==> src/rtl/axis_bram_adapter_v1_0_sched.sv <==
`default_nettype none
// ============================================================================
//  Module   : axis_bram_adapter_v1_0_sched
//  Purpose  : Job sequencer placed in front of the AXIS-BRAM adapter
//             controller. Host-side logic queues transfer descriptors
//             (direction, first row, last row). Each job then runs as:
//               IDLE   - pop a descriptor and validate it
//               LOAD   - hold the adapter in reset with the new rw/indices
//               SETTLE - release the adapter, streams still gated
//               RUN    - pass stream handshakes through until the last beat
//               DONE   - gate streams while the adapter finishes its write
//             In RUN the job retires on a beat count (write) or on the
//             adapter's tlast handshake (read).
//  Revision : 1.0 - initial release
// ----------------------------------------------------------------------------
//  Ports
//    clk, rst                  clock, asynchronous active-high reset
//    cmd_valid / cmd_ready     descriptor push handshake (ready = FIFO not full)
//    cmd_rw                    1 = stream-to-BRAM write, 0 = BRAM-to-stream read
//    cmd_start / cmd_bound     first / last (inclusive) BRAM row
//    abort                     flush the queue and kill the current job
//    up_in_valid / up_in_ready upstream write stream, gated by the job state
//    dn_out_valid/dn_out_accep downstream read stream, gated by the job state
//    adp_rstn                  adapter reset (active low)
//    adp_rw, adp_start_index,
//    adp_bound_index           adapter job setup
//    adp_in_valid              gated stream_in_valid to the adapter
//    adp_out_accep             gated stream_out_accep to the adapter
//    adp_out_tlast             adapter stream_out_tlast
//    busy                      a job is in LOAD/SETTLE/RUN/DONE
//    done                      one-cycle pulse when a job retires
//    err                       one-cycle pulse on a rejected descriptor or abort
// ============================================================================
module axis_bram_adapter_v1_0_sched #(
    parameter int BRAM_ADDR_LENGTH   = 12,
    parameter int BRAM_WIDTH_IN_WORD = 36,
    parameter int CMD_DEPTH          = 4
) (
    input  logic                        clk,
    input  logic                        rst,
    input  logic                        cmd_valid,
    output logic                        cmd_ready,
    input  logic                        cmd_rw,
    input  logic [BRAM_ADDR_LENGTH-1:0] cmd_start,
    input  logic [BRAM_ADDR_LENGTH-1:0] cmd_bound,
    input  logic                        abort,
    input  logic                        up_in_valid,
    output logic                        up_in_ready,
    output logic                        dn_out_valid,
    input  logic                        dn_out_accep,
    output logic                        adp_rstn,
    output logic                        adp_rw,
    output logic [BRAM_ADDR_LENGTH-1:0] adp_start_index,
    output logic [BRAM_ADDR_LENGTH-1:0] adp_bound_index,
    output logic                        adp_in_valid,
    output logic                        adp_out_accep,
    input  logic                        adp_out_tlast,
    output logic                        busy,
    output logic                        done,
    output logic                        err
);

    // ------------------------------------------------------------------------
    // Constants
    // ------------------------------------------------------------------------
    // Six extra counter bits cover up to 64 words per row times every row.
    localparam int c_cnt_w = BRAM_ADDR_LENGTH + 6;
    localparam int c_ptr_w = $clog2(CMD_DEPTH);
    localparam int c_ent_w = 2 * BRAM_ADDR_LENGTH + 1;

    localparam logic [c_cnt_w-1:0] c_words = c_cnt_w'(BRAM_WIDTH_IN_WORD);
    localparam logic [c_ptr_w:0]   c_depth = (c_ptr_w + 1)'(CMD_DEPTH);

    localparam logic [2:0] c_st_idle   = 3'd0;
    localparam logic [2:0] c_st_load   = 3'd1;
    localparam logic [2:0] c_st_settle = 3'd2;
    localparam logic [2:0] c_st_run    = 3'd3;
    localparam logic [2:0] c_st_done   = 3'd4;

    // ------------------------------------------------------------------------
    // Declarations
    // ------------------------------------------------------------------------
    logic [2:0]                  r_state;
    logic [2:0]                  w_state_nxt;

    logic [c_ent_w-1:0]          r_fifo_mem [CMD_DEPTH];
    logic [c_ptr_w-1:0]          r_wr_ptr;
    logic [c_ptr_w-1:0]          r_rd_ptr;
    logic [c_ptr_w:0]            r_count;

    logic                        w_full;
    logic                        w_empty;
    logic                        w_push;
    logic                        w_pop;
    logic                        w_launch;

    logic [c_ent_w-1:0]          w_head;
    logic                        w_head_rw;
    logic [BRAM_ADDR_LENGTH-1:0] w_head_start;
    logic [BRAM_ADDR_LENGTH-1:0] w_head_bound;
    logic                        w_head_bad;
    logic [BRAM_ADDR_LENGTH:0]   w_rows;
    logic [c_cnt_w-1:0]          w_last_beat;

    logic                        r_rw;
    logic [BRAM_ADDR_LENGTH-1:0] r_start;
    logic [BRAM_ADDR_LENGTH-1:0] r_bound;
    logic [c_cnt_w-1:0]          r_last_beat;
    logic [c_cnt_w-1:0]          r_beat_cnt;

    logic                        w_active;
    logic                        w_wr_beat;
    logic                        w_wr_last;
    logic                        w_rd_last;
    logic                        w_kill;

    // ------------------------------------------------------------------------
    // Descriptor FIFO
    // ------------------------------------------------------------------------
    assign w_full    = (r_count == c_depth);
    assign w_empty   = (r_count == '0);
    assign cmd_ready = ~w_full;

    // abort flushes the queue, so a push in the same cycle is dropped.
    assign w_push = cmd_valid & ~w_full & ~abort;
    // The head is consumed in IDLE whether it is accepted or rejected.
    assign w_pop  = (r_state == c_st_idle) & ~w_empty & ~abort;

    assign w_head       = r_fifo_mem[r_rd_ptr];
    assign w_head_rw    = w_head[c_ent_w-1];
    assign w_head_start = w_head[2*BRAM_ADDR_LENGTH-1:BRAM_ADDR_LENGTH];
    assign w_head_bound = w_head[BRAM_ADDR_LENGTH-1:0];
    assign w_head_bad   = (w_head_bound < w_head_start);
    assign w_launch     = w_pop & ~w_head_bad;

    always_ff @(posedge clk) begin
        if (w_push) begin
            r_fifo_mem[r_wr_ptr] <= {cmd_rw, cmd_start, cmd_bound};
        end
    end

    always_ff @(posedge clk or posedge rst) begin
        if (rst) begin
            r_wr_ptr <= '0;
            r_rd_ptr <= '0;
            r_count  <= '0;
        end else if (abort) begin
            r_wr_ptr <= '0;
            r_rd_ptr <= '0;
            r_count  <= '0;
        end else begin
            if (w_push) begin
                r_wr_ptr <= r_wr_ptr + 1'b1;
            end
            if (w_pop) begin
                r_rd_ptr <= r_rd_ptr + 1'b1;
            end
            case ({w_push, w_pop})
                2'b10:   r_count <= r_count + 1'b1;
                2'b01:   r_count <= r_count - 1'b1;
                default: r_count <= r_count;
            endcase
        end
    end

    // ------------------------------------------------------------------------
    // Job setup and beat counter
    // ------------------------------------------------------------------------
    // Index of the final write beat: rows * words_per_row - 1. Rows fits in
    // one extra bit and the product fits in the widened counter.
    assign w_rows      = {1'b0, w_head_bound} - {1'b0, w_head_start} + 1'b1;
    assign w_last_beat = (c_cnt_w'(w_rows) * c_words) - 1'b1;

    assign w_active  = (r_state == c_st_run);
    assign w_wr_beat = w_active & r_rw & up_in_valid;
    assign w_wr_last = w_wr_beat & (r_beat_cnt == r_last_beat);
    assign w_rd_last = w_active & ~r_rw & dn_out_accep & adp_out_tlast;

    // Only a validated descriptor touches the adapter setup, so a rejected
    // one leaves the previous job's values on adp_rw and the indices.
    always_ff @(posedge clk or posedge rst) begin
        if (rst) begin
            r_rw        <= 1'b1;
            r_start     <= '0;
            r_bound     <= '0;
            r_last_beat <= '0;
        end else if (w_launch) begin
            r_rw        <= w_head_rw;
            r_start     <= w_head_start;
            r_bound     <= w_head_bound;
            r_last_beat <= w_last_beat;
        end
    end

    always_ff @(posedge clk or posedge rst) begin
        if (rst) begin
            r_beat_cnt <= '0;
        end else if (abort || (r_state == c_st_load)) begin
            r_beat_cnt <= '0;
        end else if (w_wr_beat) begin
            r_beat_cnt <= w_wr_last ? '0 : (r_beat_cnt + 1'b1);
        end
    end

    assign adp_rw          = r_rw;
    assign adp_start_index = r_start;
    assign adp_bound_index = r_bound;

    // ------------------------------------------------------------------------
    // FSM: state register
    // ------------------------------------------------------------------------
    always_ff @(posedge clk or posedge rst) begin
        if (rst) begin
            r_state <= c_st_idle;
        end else begin
            r_state <= w_state_nxt;
        end
    end

    // ------------------------------------------------------------------------
    // FSM: next state
    // ------------------------------------------------------------------------
    always_comb begin
        w_state_nxt = r_state;
        if (abort) begin
            w_state_nxt = c_st_idle;
        end else begin
            case (r_state)
                c_st_idle: begin
                    if (w_launch) begin
                        w_state_nxt = c_st_load;
                    end
                end
                c_st_load:   w_state_nxt = c_st_settle;
                c_st_settle: w_state_nxt = c_st_run;
                c_st_run: begin
                    if (w_wr_last || w_rd_last) begin
                        w_state_nxt = c_st_done;
                    end
                end
                c_st_done:   w_state_nxt = c_st_idle;
                default:     w_state_nxt = c_st_idle;
            endcase
        end
    end

    // ------------------------------------------------------------------------
    // FSM: outputs
    // ------------------------------------------------------------------------
    // A job is killed when abort lands while the adapter is being set up or
    // streaming; DONE has already delivered every beat so it is not a kill.
    assign w_kill = abort & ((r_state == c_st_load)   |
                             (r_state == c_st_settle) |
                             (r_state == c_st_run));

    always_comb begin
        adp_rstn      = 1'b1;
        up_in_ready   = 1'b0;
        adp_in_valid  = 1'b0;
        dn_out_valid  = 1'b0;
        adp_out_accep = 1'b0;
        done          = 1'b0;
        busy          = (r_state != c_st_idle);
        err           = (w_pop & w_head_bad) | w_kill;

        case (r_state)
            c_st_load: begin
                // Forces the adapter index to start and clears its word count.
                adp_rstn = 1'b0;
            end
            c_st_run: begin
                if (r_rw) begin
                    up_in_ready  = 1'b1;
                    adp_in_valid = up_in_valid;
                end else begin
                    dn_out_valid  = 1'b1;
                    adp_out_accep = dn_out_accep;
                end
            end
            c_st_done: begin
                done = 1'b1;
            end
            default: begin
            end
        endcase

        if (w_kill) begin
            adp_rstn = 1'b0;
        end
        // Hold the adapter in reset for as long as rst is asserted, not just
        // from the next clock edge.
        if (rst) begin
            adp_rstn = 1'b0;
        end
    end

endmodule
`default_nettype wire

==> config.mk <==
export PLATFORM = sky130hd
export DESIGN_NAME = axis_bram_adapter_v1_0_sched
export DESIGN_NICKNAME = d
export VERILOG_FILES = /design/src/rtl/axis_bram_adapter_v1_0_sched.sv
export SDC_FILE = /design/constraint.sdc
export NUM_CORES = 1
export LEC_CHECK = 0
export BUFFER_PORTS_ARGS = -buffer_cell sky130_fd_sc_hd__buf_2
export CORE_ASPECT_RATIO = 1.75
export CORE_UTILIZATION = 56
export CTS_BUF_LIST = sky130_fd_sc_hd__clkbuf_4 sky130_fd_sc_hd__clkbuf_8 sky130_fd_sc_hd__clkbuf_16
export CTS_CLUSTER_SIZE = 25
export DETAILED_ROUTE_END_ITERATION = 12
export PLACE_DENSITY_LB_ADDON = 0.05
export RECOVER_POWER = 25
export SLEW_MARGIN = 20
export SYNTH_ARGS = -nofsm -noshare
export SYNTH_HDL_FRONTEND = slang
export SYNTH_SLANG_ARGS = --single-unit
export TNS_END_PERCENT = 10
==> constraint.sdc <==
create_clock -name clk -period 8.2 [get_ports clk]
set_clock_uncertainty 0.2 [all_clocks]
set_input_delay 0.41 -clock clk [delete_from_list [all_inputs] [get_ports clk]]
set_output_delay 0.41 -clock clk [all_outputs]
set_load 0.02 [all_outputs]
==> out/results.tsv, run 1 <==
metric	value	unit
status	finished, violations left	
violations	capacitance limit, slew limit	
syn_inst	677	
place_area	0.009200	mm^2
first_pass_iters	4	
drive_above_1_share	18.05	%
hold_viol_final	0	
cpPeakStageDelay	0.70	ns
cp_common_cell	ha_1	
yosysUniqueCellTypes	68	
yosysWarningCount	0	
endpoint_kind	flop	
synthesis.nets	765	
grt.overflow.total	0	
seq_area	0.004756	mm^2
cts_tree	done	
cp-start-kind	flop	
grt_usage	24.55	%
seq_area_frac_synth	54.87	%
min_period	6.462	ns
cts-root-buf	clkbuf_16	
ff2ff_setup_slack	1.74	ns
io-pin-count	66	
die_w	96.04	um
n_antenna_cell	0	
grt_pass1_wl	28990	um
min_from	cmd_start[2]	
critPathRequiredTime	8.33	ns
htree_levels	4	
io_buffers	65	
dp_cells	914	
drtIter0Drc	282	
cts.sinks	170	
cts_buffers	17	
num_rows	59	
syn_avg_cell_area	12.80	um^2
post-route-period-util	78.81	%
post-place-ws	1.816	ns
critPathBufInv	1	
core-area	0.01499	mm^2
clkSlewWorstSetupHoldPaths	0.07	ns
nets	856	
cpMaxStageDelayCell	dfrtp_1	
path_class	reg2reg	
synth_edf_count	100	
yosys-top-cells-area	edfxtp_1 35%, dfrtp_1 20%, ha_1 6.9%	
cp.arrival	6.59	ns
timing.rr.start	r_rd_ptr[0]	
gp_congestion	0.8239	
drv_slew	71	
wl_per_cell	18.90	um
synthArstFlopShare	41.18	%
die_area	0.01600	mm^2
drcViolationCount	0	
r2r_end	r_last_beat[17]	
design_area	0.009933	mm^2
yosys_register_bits	170	
fin_ws	1.738	ns
crit_family	compound AO/OA/AOI/OAI gates	
wl	18220	um
syn_to_final_growth	14.61	%
num_vias	5587	
maxCapViolCount	1	
syn_area	0.008667	mm^2
layout.cells.non_filler	964	
slew_headroom	-163.6	%
initial_core_util	57.84	%
setup_tns	0	ns
clkLatencyLatePin	0.43	ns
fill_cells	1164	
grt_pass1_vias	5870	
rsz0062_at_grt	false	
die_h	166.6	um
postRouteAntennaNets	0	
vias_per_cell	5.796	
max_freq	0.1547	GHz
crit_chain	mux4_2, ha_1, inv_1, ha_1, fa_1, a21o_1, a211oi_1, nor2_1, o21ai_0, nand2b_1, a21oi_1, xor2_1, xnor2_1, ha_1, o211ai_1, nand2_1, o2111ai_1, a31oi_1, o2111ai_1, a221oi_2, nor3_1, o31ai_2	
r2r_cells	22	
synth_top_area_share	34.65	%
cts_resized	0	
tightest_slew	3.954	ns
worstHoldPathCells	1	
grt_max_degree	71	
synth_top_area_cell	edfxtp_1	
antenna_found_initial	0	
critPathMaxFanout	10	
dp_hpwl	13350	um
clockBufferDepth	2	
multi_input_area	0.003661	mm^2
synthFlopType	edfxtp_1	
setup_viol	0	
hold_path_class	in2reg	
holdPathEnd	r_fifo_mem[3][14]	
## per-stage QoR
stage / utilization, % / hold slack (ns)
final: 66.29 / 0.06819
after floorplan: - / 0.2572
after detailed placement: 61.39 / 0.2824
after CTS: 66.44 / 0.0005489
after global placement: 61.37 / 0.2791
after global routing: 66.29 / 0.07141
## cells in the final DEF (no fill, tap or decap), types with 12 or more instances in the layout
master	Yosys	final
buf_2	5	42
xor2_1	29	29
mux4_2	25	25
dlygate4sd3_1	0	18
edfxtp_1	100	100
o21ai_0	17	17
a21oi_1	27	27
clkbuf_1	12	24
mux2_2	12	12
dfrtp_1	69	69
ha_1	48	48
xnor2_1	35	35
nor2_1	59	59
nand3_1	31	31
clkbuf_16	0	17
nand2_1	32	32
inv_1	44	43
## cells in the mapped netlist (all sizes together) (3+ instances only)
| cell type | n |
|---|---|
| a21o | 5 |
| a21oi | 29 |
| a31oi | 7 |
| and2 | 7 |
| buf | 7 |
| clkbuf | 12 |
| dfrtp | 69 |
| edfxtp | 100 |
| fa | 8 |
| ha | 48 |
| inv | 45 |
| mux2 | 12 |
| mux4 | 25 |
| nand2 | 33 |
| nand2b | 3 |
| nand3 | 31 |
| nand4 | 10 |
| nor2 | 60 |
| nor2b | 3 |
| nor3 | 9 |
| nor4 | 3 |
| o2111ai | 4 |
| o211ai | 3 |
| o21a | 4 |
| o21ai | 30 |
| o21bai | 6 |
| or2 | 4 |
| or3 | 4 |
| xnor2 | 36 |
| xor2 | 29 |
## area by class of cell
type	count	area share (%)
multi-input combinational	443	36.86
tap	183	2.305
sequential	170	47.88
clock buffer	18	4.358
timing repair buffer	91	5.366
inverter	45	1.700
clock inverter	14	1.537
## metal layers
layer / vias to the layer above / routed length, um / GRT usage, %
met5: - / 0 / 0
met4: 0 / 597 / 10.25
met3: 34 / 549 / 3.927
met2: 115 / 10420 / 46.62
met1: 2788 / 6660 / 25.48
li1: 2650 / - / -
## worst max path at each step
stage	startpoint	to	slack (ns)	cells past startpoint
global route	r_rd_ptr[0]	r_last_beat[17]	1.31	23
detailed placement	r_rd_ptr[0]	r_last_beat[17]	1.82	22
floorplan	r_rd_ptr[0]	r_last_beat[17]	2.24	22
global placement	r_rd_ptr[0]	r_last_beat[17]	1.86	20
CTS	r_rd_ptr[0]	r_last_beat[17]	1.73	22
finish	r_rd_ptr[0]	r_last_beat[17]	1.74	22
## worst reg2reg max path, stage by stage (launching register included)
cell	delay, ns
dfrtp_1	0.70
mux4_2	0.60
ha_1	0.30
inv_1	0.05
ha_1	0.23
fa_1	0.42
a21o_1	0.20
a211oi_1	0.31
nor2_1	0.11
o21ai_0	0.17
nand2b_1	0.07
a21oi_1	0.17
xor2_1	0.39
xnor2_1	0.13
ha_1	0.41
o211ai_1	0.15
nand2_1	0.14
o2111ai_1	0.27
a31oi_1	0.43
o2111ai_1	0.23
a221oi_2	0.34
nor3_1	0.10
o31ai_2	0.22
## registers in the layout, indices dropped and copies added (netlist names)
name	count
adp_start_index	12
r_rd_ptr	2
r_wr_ptr	2
r_state	3
r_count	3
r_last_beat	17
r_beat_cnt	18
r_fifo_mem	100
adp_rw	1
adp_bound_index	12
## logic make-up (layout without fill, tap and decap cells)
logic type | Yosys count | count (layout) | synth area share, %
adders and majority gates | 56 | 56 | 8.777
muxes | 39 | 39 | 8.286
DFF | 170 | 170 | 54.87
xor gates and xnor gates | 65 | 65 | 6.655
and+or+nand+nor | 171 | 171 | 9.615
buffers and inverters | 64 | 168 | 2.930
AOI/OAI and AO/OA | 112 | 112 | 8.864
## repair_timing
item / 4_1_cts / 5_1_grt
hold buffers: 17 / 1
endpoints found under the hold margin: 65 / 3
setup buffers: 0 / 0
Power of run 1 is not shown: default switching activity piles up to over one toggle a cycle in this logic, so the estimate is an artifact.
==> run 2, diff against run 1 <==
==> constraint.sdc (replaced) <==
create_clock -name clk -period 6.49 [get_ports clk]
set_clock_uncertainty 0.2 [all_clocks]
set_input_delay 0.3245 -clock clk [delete_from_list [all_inputs] [get_ports clk]]
set_output_delay 0.3245 -clock clk [all_outputs]
set_load 0.02 [all_outputs]
==> run 2 against run 1 <==
  * The run still ends with capacitance limit, slew limit left
  * Via count rose by 0.86%
  * Global-route usage rose by 1.5 points
  * Critical path depth did not move
  * Sequential share of layout area fell by 0.69 points
  * Cell count rose by 1.2%
  * First-iteration DRC count fell by 8.2%
  * Clock-buffer cell count did not move
  * Non-clock buffer count rose by 12
  * Sequential cell count did not move
  * Hold slack got worse by 0.026 ns
  * Critical path type unchanged
==> out/results.tsv, run 2 (same netlist as run 1, synthesis figures left out) <==
metric	value	unit	change
status	finished, violations left		unchanged
violations	capacitance limit, slew limit		unchanged
grt_pass1_vias	6048		was 5,870
clkLatencyLatePin	0.43	ns	about the same
setup_viol	0		unchanged
tightest_slew	3.854	ns	was 3.954 ns
cts-root-buf	clkbuf_16		unchanged
htree_levels	4		unchanged
grt_usage	26.04	%	was 24.55%
path_class	reg2reg		unchanged
wl_per_cell	19.45	um	was 18.90 um
first_pass_iters	7		was 4
antenna_found_initial	0		unchanged
post-route-period-util	93.56	%	was 78.81%
regMostFlops	r_fifo_mem		unchanged
max_freq	0.1647	GHz	was 0.1547 GHz
io-pin-count	66		unchanged
num_rows	59		unchanged
drcViolationCount	0		unchanged
maxCapViolCount	1		unchanged
cts_tree	done		unchanged
io_buffers	65		unchanged
min_period	6.072	ns	was 6.462 ns
fin_ws	0.4181	ns	was 1.738 ns
num_vias	5635		was 5,587
layout_common_cells	100 x edfxtp_1, 67 x dfrtp_1, 59 x nor2_1		was 100 x edfxtp_1, 69 x dfrtp_1, 59 x nor2_1
cp-start-kind	flop		unchanged
critPathRequiredTime	6.63	ns	was 8.33 ns
cts.sinks	170		unchanged
cts_buffers	17		unchanged
hold_viol_final	0		unchanged
setup_tns	0	ns	unchanged
dp_hpwl	13630	um	was 13,350 um
syn_to_final_growth	16.36	%	was 14.61%
n_antenna_cell	0		unchanged
die_w	96.04	um	unchanged
final_common_cell	edfxtp_1		unchanged
slew_headroom	-157.0	%	was -163.6%
reg_top3	r_fifo_mem x100, r_beat_cnt x18, r_last_beat x17		unchanged
hold_path_class	in2reg		unchanged
postCtsSetupBuffers	0		unchanged
vias_per_cell	5.774		was 5.796
postRouteAntennaNets	0		unchanged
nets	868		was 856
wl	18980	um	was 18,220 um
cp.arrival	6.21	ns	was 6.59 ns
drive_above_1_share	18.41	%	was 18.05%
grt.overflow.total	0		unchanged
drtIter0Drc	259		was 282
die_h	166.6	um	unchanged
final_util	67.30	%	was 66.29%
core-area	0.01499	mm^2	unchanged
rsz0062_at_grt	false		unchanged
grt_max_degree	71		unchanged
gp_congestion	0.8311		was 0.8239
post-place-ws	0.3517	ns	was 1.816 ns
largest_register_ffs	100		unchanged
clockBufferDepth	2		unchanged
drv_slew	71		unchanged
fill_cells	1076		was 1,164
critPathMaxFanout	7		was 10
initial_core_util	57.84	%	unchanged
grt_pass1_wl	30630	um	was 28,990 um
clkSlewWorstSetupHoldPaths	0.08	ns	was 0.07 ns
die_area	0.01600	mm^2	unchanged
endpoint_kind	flop		unchanged
==> run 2: cell count changes in the layout (fill, tap and decap cells not counted), moves of 2 or more <==
cell           before  now
dlygate4sd3_1      18   27
buf_4               7    9
dfrtp_1            69   67
dfrtp_2             0    2
==> run 2: final cells by class <==
cell class / count / area [um^2] / share of cell area, %
Clock inverter: 14 / 176.4 / 1.749
Multi-Input combinational cell: 443 / 3661 / 36.30
Inverter: 45 / 168.9 / 1.675
Timing Repair Buffer: 103 / 658.1 / 6.526
Tap cell: 183 / 229.0 / 2.270
Sequential cell: 170 / 4758 / 47.18
Clock buffer: 18 / 432.9 / 4.293
==> run 2: critical path: stages (launching register included) <==
cell and delay, ns:
dfrtp_2 0.49, mux4_2 0.56, ha_1 0.32, inv_1 0.06
ha_1 0.23, fa_1 0.42, a21o_1 0.20, a211oi_1 0.31
nor2_1 0.10, o21ai_0 0.16, nand2b_1 0.07, a21oi_1 0.17
xor2_1 0.36, xnor2_1 0.12, ha_1 0.41, o211ai_1 0.15
nand2_1 0.14, o2111ai_1 0.24, a31oi_1 0.38, o2111ai_1 0.23
a221oi_2 0.34, nor3_1 0.09, o31ai_2 0.21
==> run 2: worst paths after layout <==
check	depth (start not counted)	to	slack (ns)	startpoint
max	22	r_last_beat[17]	0.42	r_rd_ptr[0]
max in group asynchronous	3	r_rd_ptr[0]	2.43	rst
min	2	r_count[2]	0.04	abort
max reg2reg	22	r_last_beat[17]	0.42	r_rd_ptr[0]
min in group asynchronous	3	r_beat_cnt[0]	1.19	rst
min reg2reg	2	adp_start_index[10]	0.30	adp_start_index[10]
==> run 2: metrics by stage <==
step / cells / cell area, um^2 / hold WS [ns]
floorplan: 677 / 8667 / 0.2089
global placement: 917 / 9231 / 0.2806
detailed placement: 917 / 9235 / 0.2745
CTS: 976 / 10110 / 0.01441
global route: 976 / 10080 / 0.05286
finish: 976 / 10080 / 0.04205
==> run 2: per-layer routing <==
metal  wire (um)  vias to the layer above  track usage [%]
li1            -                     2679                -
met1        6849                     2791            27.01
met2       10860                      124            48.75
met3         552                       41            4.338
met4         718                        0            12.13
met5           0                        -                0
==> run 2: repair_timing <==
item / in CTS / in global routing
hold endpoints to repair: 102 / 0
hold buffers: 27 / 0
resized for setup: 0 / 2
setup endpoints to repair: 0 / 1
Power of run 2 is left out for the same reason.
==> run 3, diff against run 2 <==
--- a/config.mk
+++ b/config.mk
@@ -5,9 +5,9 @@
 export SDC_FILE = /design/constraint.sdc
 export NUM_CORES = 1
 export LEC_CHECK = 0
+export ABC_AREA = 1
 export BUFFER_PORTS_ARGS = -buffer_cell sky130_fd_sc_hd__buf_2
-export CORE_ASPECT_RATIO = 1.75
-export CORE_UTILIZATION = 56
+export CORE_UTILIZATION = 61
 export CTS_BUF_LIST = sky130_fd_sc_hd__clkbuf_4 sky130_fd_sc_hd__clkbuf_8 sky130_fd_sc_hd__clkbuf_16
 export CTS_CLUSTER_SIZE = 25
 export DETAILED_ROUTE_END_ITERATION = 12
==> run 3 against run 2 <==
  * The flow still finishes with violations (capacitance limit, slew limit)
  * Highest routed layer unchanged
  * Cell count rose by 26%
  * Wire length rose by 5.2%
  * Hold slack got worse by 0.0040 ns
==> out/results.tsv, run 3 <==
metric	value	unit	change
num_vias	6852		was 5,635
grt_max_degree	72		was 71
cts_resized	0		unchanged
fill_cells	1104		was 1,076
die_h	122.9	um	was 166.6 um
htree_levels	4		unchanged
layout.cells.non_filler	1229		was 976
postCtsSetupBuffers	0		unchanged
cts_tree	done		unchanged
final_common_cell	nand2_1		was edfxtp_1
max_freq	0.1835	GHz	was 0.1647 GHz
synthFlopType	edfxtp_1		unchanged
dp_hpwl	14080	um	was 13,630 um
die_w	122.9	um	was 96.04 um
clockBufferDepth	2		unchanged
crit_family	adder cells		was compound AO/OA/AOI/OAI gates
grt_pass1_wl	32150	um	was 30,630 um
reg_top3	r_fifo_mem x100, r_beat_cnt x18, r_last_beat x17		unchanged
postCtsHoldBufs	26		was 27
die_area	0.01511	mm^2	was 0.01600 mm^2
synth_edf_count	100		unchanged
met2_length	10200	um	was 10,860 um
route.top_layer_used	met4		unchanged
hold_path_class	in2reg		unchanged
cpPeakStageDelay	0.62	ns	was 0.56 ns
synth_most_common_cell	nand2_1		was edfxtp_1
post-place-ws	1.124	ns	was 0.3517 ns
drcViolationCount	0		unchanged
cts-root-buf	clkbuf_16		unchanged
cts_buffers	17		unchanged
ff2ff_setup_slack	1.04	ns	was 0.42 ns
critPathRequiredTime	6.60	ns	was 6.63 ns
drtIter0Drc	455		was 259
seq_area_frac_synth	53.32	%	was 54.87%
yosysWarningCount	0		unchanged
critPathBufInv	3		was 1
largest_register_ffs	100		unchanged
antenna_found_initial	0		unchanged
yosys_register_bits	170		unchanged
fin_ws	1.040	ns	was 0.4181 ns
syn_inst	941		was 677
synth_top_area_share	33.67	%	was 34.65%
syn_avg_cell_area	9.478	um^2	was 12.80 um^2
num_rows	43		was 59
nets	1124		was 868
setup_tns	0	ns	unchanged
clkLatencyLatePin	0.43	ns	about the same
endpoint_kind	flop		unchanged
setup_viol	0		unchanged
syn_area	0.008919	mm^2	was 0.008667 mm^2
wl_per_cell	16.25	um	was 19.45 um
synthArstFlopShare	41.18	%	unchanged
slew_headroom	-162.1	%	was -157.0%
first_pass_iters	5		was 7
wl	19970	um	was 18,980 um
cp.arrival	5.56	ns	was 6.21 ns
gp_congestion	0.8784		was 0.8311
regMostFlops	r_fifo_mem		unchanged
cts.sinks	170		unchanged
status	finished, violations left		unchanged
dp_cells	1171		was 917
drive_above_1_share	10.58	%	was 18.41%
synthTopCellsByCount	235 x nand2_1, 100 x edfxtp_1, 90 x inv_1		was 100 x edfxtp_1, 69 x dfrtp_1, 59 x nor2_1
cp-start-kind	flop		unchanged
io-pin-count	66		unchanged
critPathMaxFanout	15		was 7
syn_to_final_growth	14.62	%	was 16.36%
core-area	0.01410	mm^2	was 0.01499 mm^2
postRouteAntennaNets	0		unchanged
tightest_slew	3.931	ns	was 3.854 ns
grt_usage	28.53	%	was 26.04%
wl_met1	8426	um	was 6849 um
maxCapViolCount	1		unchanged
cpMaxStageDelayCell	fa_1		was mux4_2
violations	capacitance limit, slew limit		unchanged
layout_common_cells	235 x nand2_1, 100 x edfxtp_1, 89 x inv_1		was 100 x edfxtp_1, 67 x dfrtp_1, 59 x nor2_1
yosys-top-cells-area	edfxtp_1 34%, dfrtp_1 19%, nand2_1 9.9%		was edfxtp_1 35%, dfrtp_1 20%, ha_1 6.9%
grt_pass1_vias	6530		was 6,048
grt.overflow.total	0		unchanged
path_class	reg2reg		unchanged
min_period	5.450	ns	was 6.072 ns
hold_viol_final	0		unchanged
vias_per_cell	5.575		was 5.774
n_antenna_cell	0		unchanged
synth_top_area_cell	edfxtp_1		unchanged
clkSlewWorstSetupHoldPaths	0.07	ns	was 0.08 ns
synthesis.nets	1029		was 765
post-route-period-util	83.97	%	was 93.56%
initial_core_util	63.27	%	was 57.84%
io_buffers	65		unchanged
drv_slew	72		was 71
rsz0062_at_grt	false		unchanged
yosysUniqueCellTypes	42		was 68
wl_met3	805	um	was 552 um
==> run 3: through the flow <==
step | hold WS (ns) | utilization (%) | cell area (um^2)
CTS | 0.01660 | 72.76 | 10260
global route | 0.06456 | 72.52 | 10220
finish | 0.03809 | 72.52 | 10220
floorplan | 0.1967 | - | 8919
detailed placement | 0.2653 | 67.02 | 9448
global placement | 0.2598 | 67.02 | 9448
==> run 3: layout make-up <==
| cell class | instances | area, um^2 | area share, % |
|---|---|---|---|
| inverters | 97 | 364.1 | 3.562 |
| well taps | 180 | 225.2 | 2.203 |
| flip-flops and latches | 170 | 4756 | 46.52 |
| clock inverters | 13 | 107.6 | 1.053 |
| multi-input cells | 648 | 3695 | 36.14 |
| clock buffers | 19 | 440.4 | 4.308 |
| repair buffers | 102 | 634.4 | 6.206 |
==> run 3: logic make-up (layout without fill, tap and decap cells) <==
| kind of cell | after synthesis | count (layout) | share of synthesized area (%) |
|---|---|---|---|
| AND/OR/NAND/NOR | 415 | 415 | 19.88 |
| flip-flops | 170 | 170 | 53.33 |
| AO/OA/AOI/OAI | 142 | 142 | 9.470 |
| buffers and inverters | 123 | 231 | 5.359 |
| XOR/XNOR | 35 | 35 | 3.437 |
| adder cells (fa/ha/maj) | 56 | 56 | 8.530 |
==> run 3: path summary, 6_finish.rpt <==
kind | start | endpoint | depth (start not counted)
max | r_rd_ptr[1] | r_last_beat[17] | 25
min | adp_out_tlast | r_state[1] | 4
max reg2reg | r_rd_ptr[1] | r_last_beat[17] | 25
min reg2reg | adp_bound_index[7] | adp_bound_index[7] | 2
max in group asynchronous | rst | r_beat_cnt[11] | 3
min in group asynchronous | rst | r_wr_ptr[1] | 3
==> run 3: worst register-to-register path, stage by stage (launching register included) <==
cell,delay (ns)
dfrtp_1,0.49
inv_1,0.33
buf_4,0.30
a21oi_1,0.07
a32o_1,0.24
ha_1,0.21
fa_1,0.62
nand3_1,0.11
nand2_1,0.14
a31oi_1,0.13
o21ai_1,0.23
a31oi_1,0.13
xnor2_1,0.23
ha_1,0.27
ha_1,0.37
nand2_1,0.12
nor2_1,0.18
nand3_1,0.15
nand3_1,0.11
nand2_1,0.06
nand2_1,0.17
inv_1,0.10
nor2_2,0.13
nand3_1,0.07
nand3_1,0.08
nand2_1,0.07
==> run 3: routing by layer <==
layer / vias to the layer above / GRT usage, %
li1: 3378 / -
met1: 3248 / 36.44
met2: 184 / 48.70
met3: 42 / 4.428
met4: 0 / 11.66
met5: - / 0
Power of run 3 is left out for the same reason.
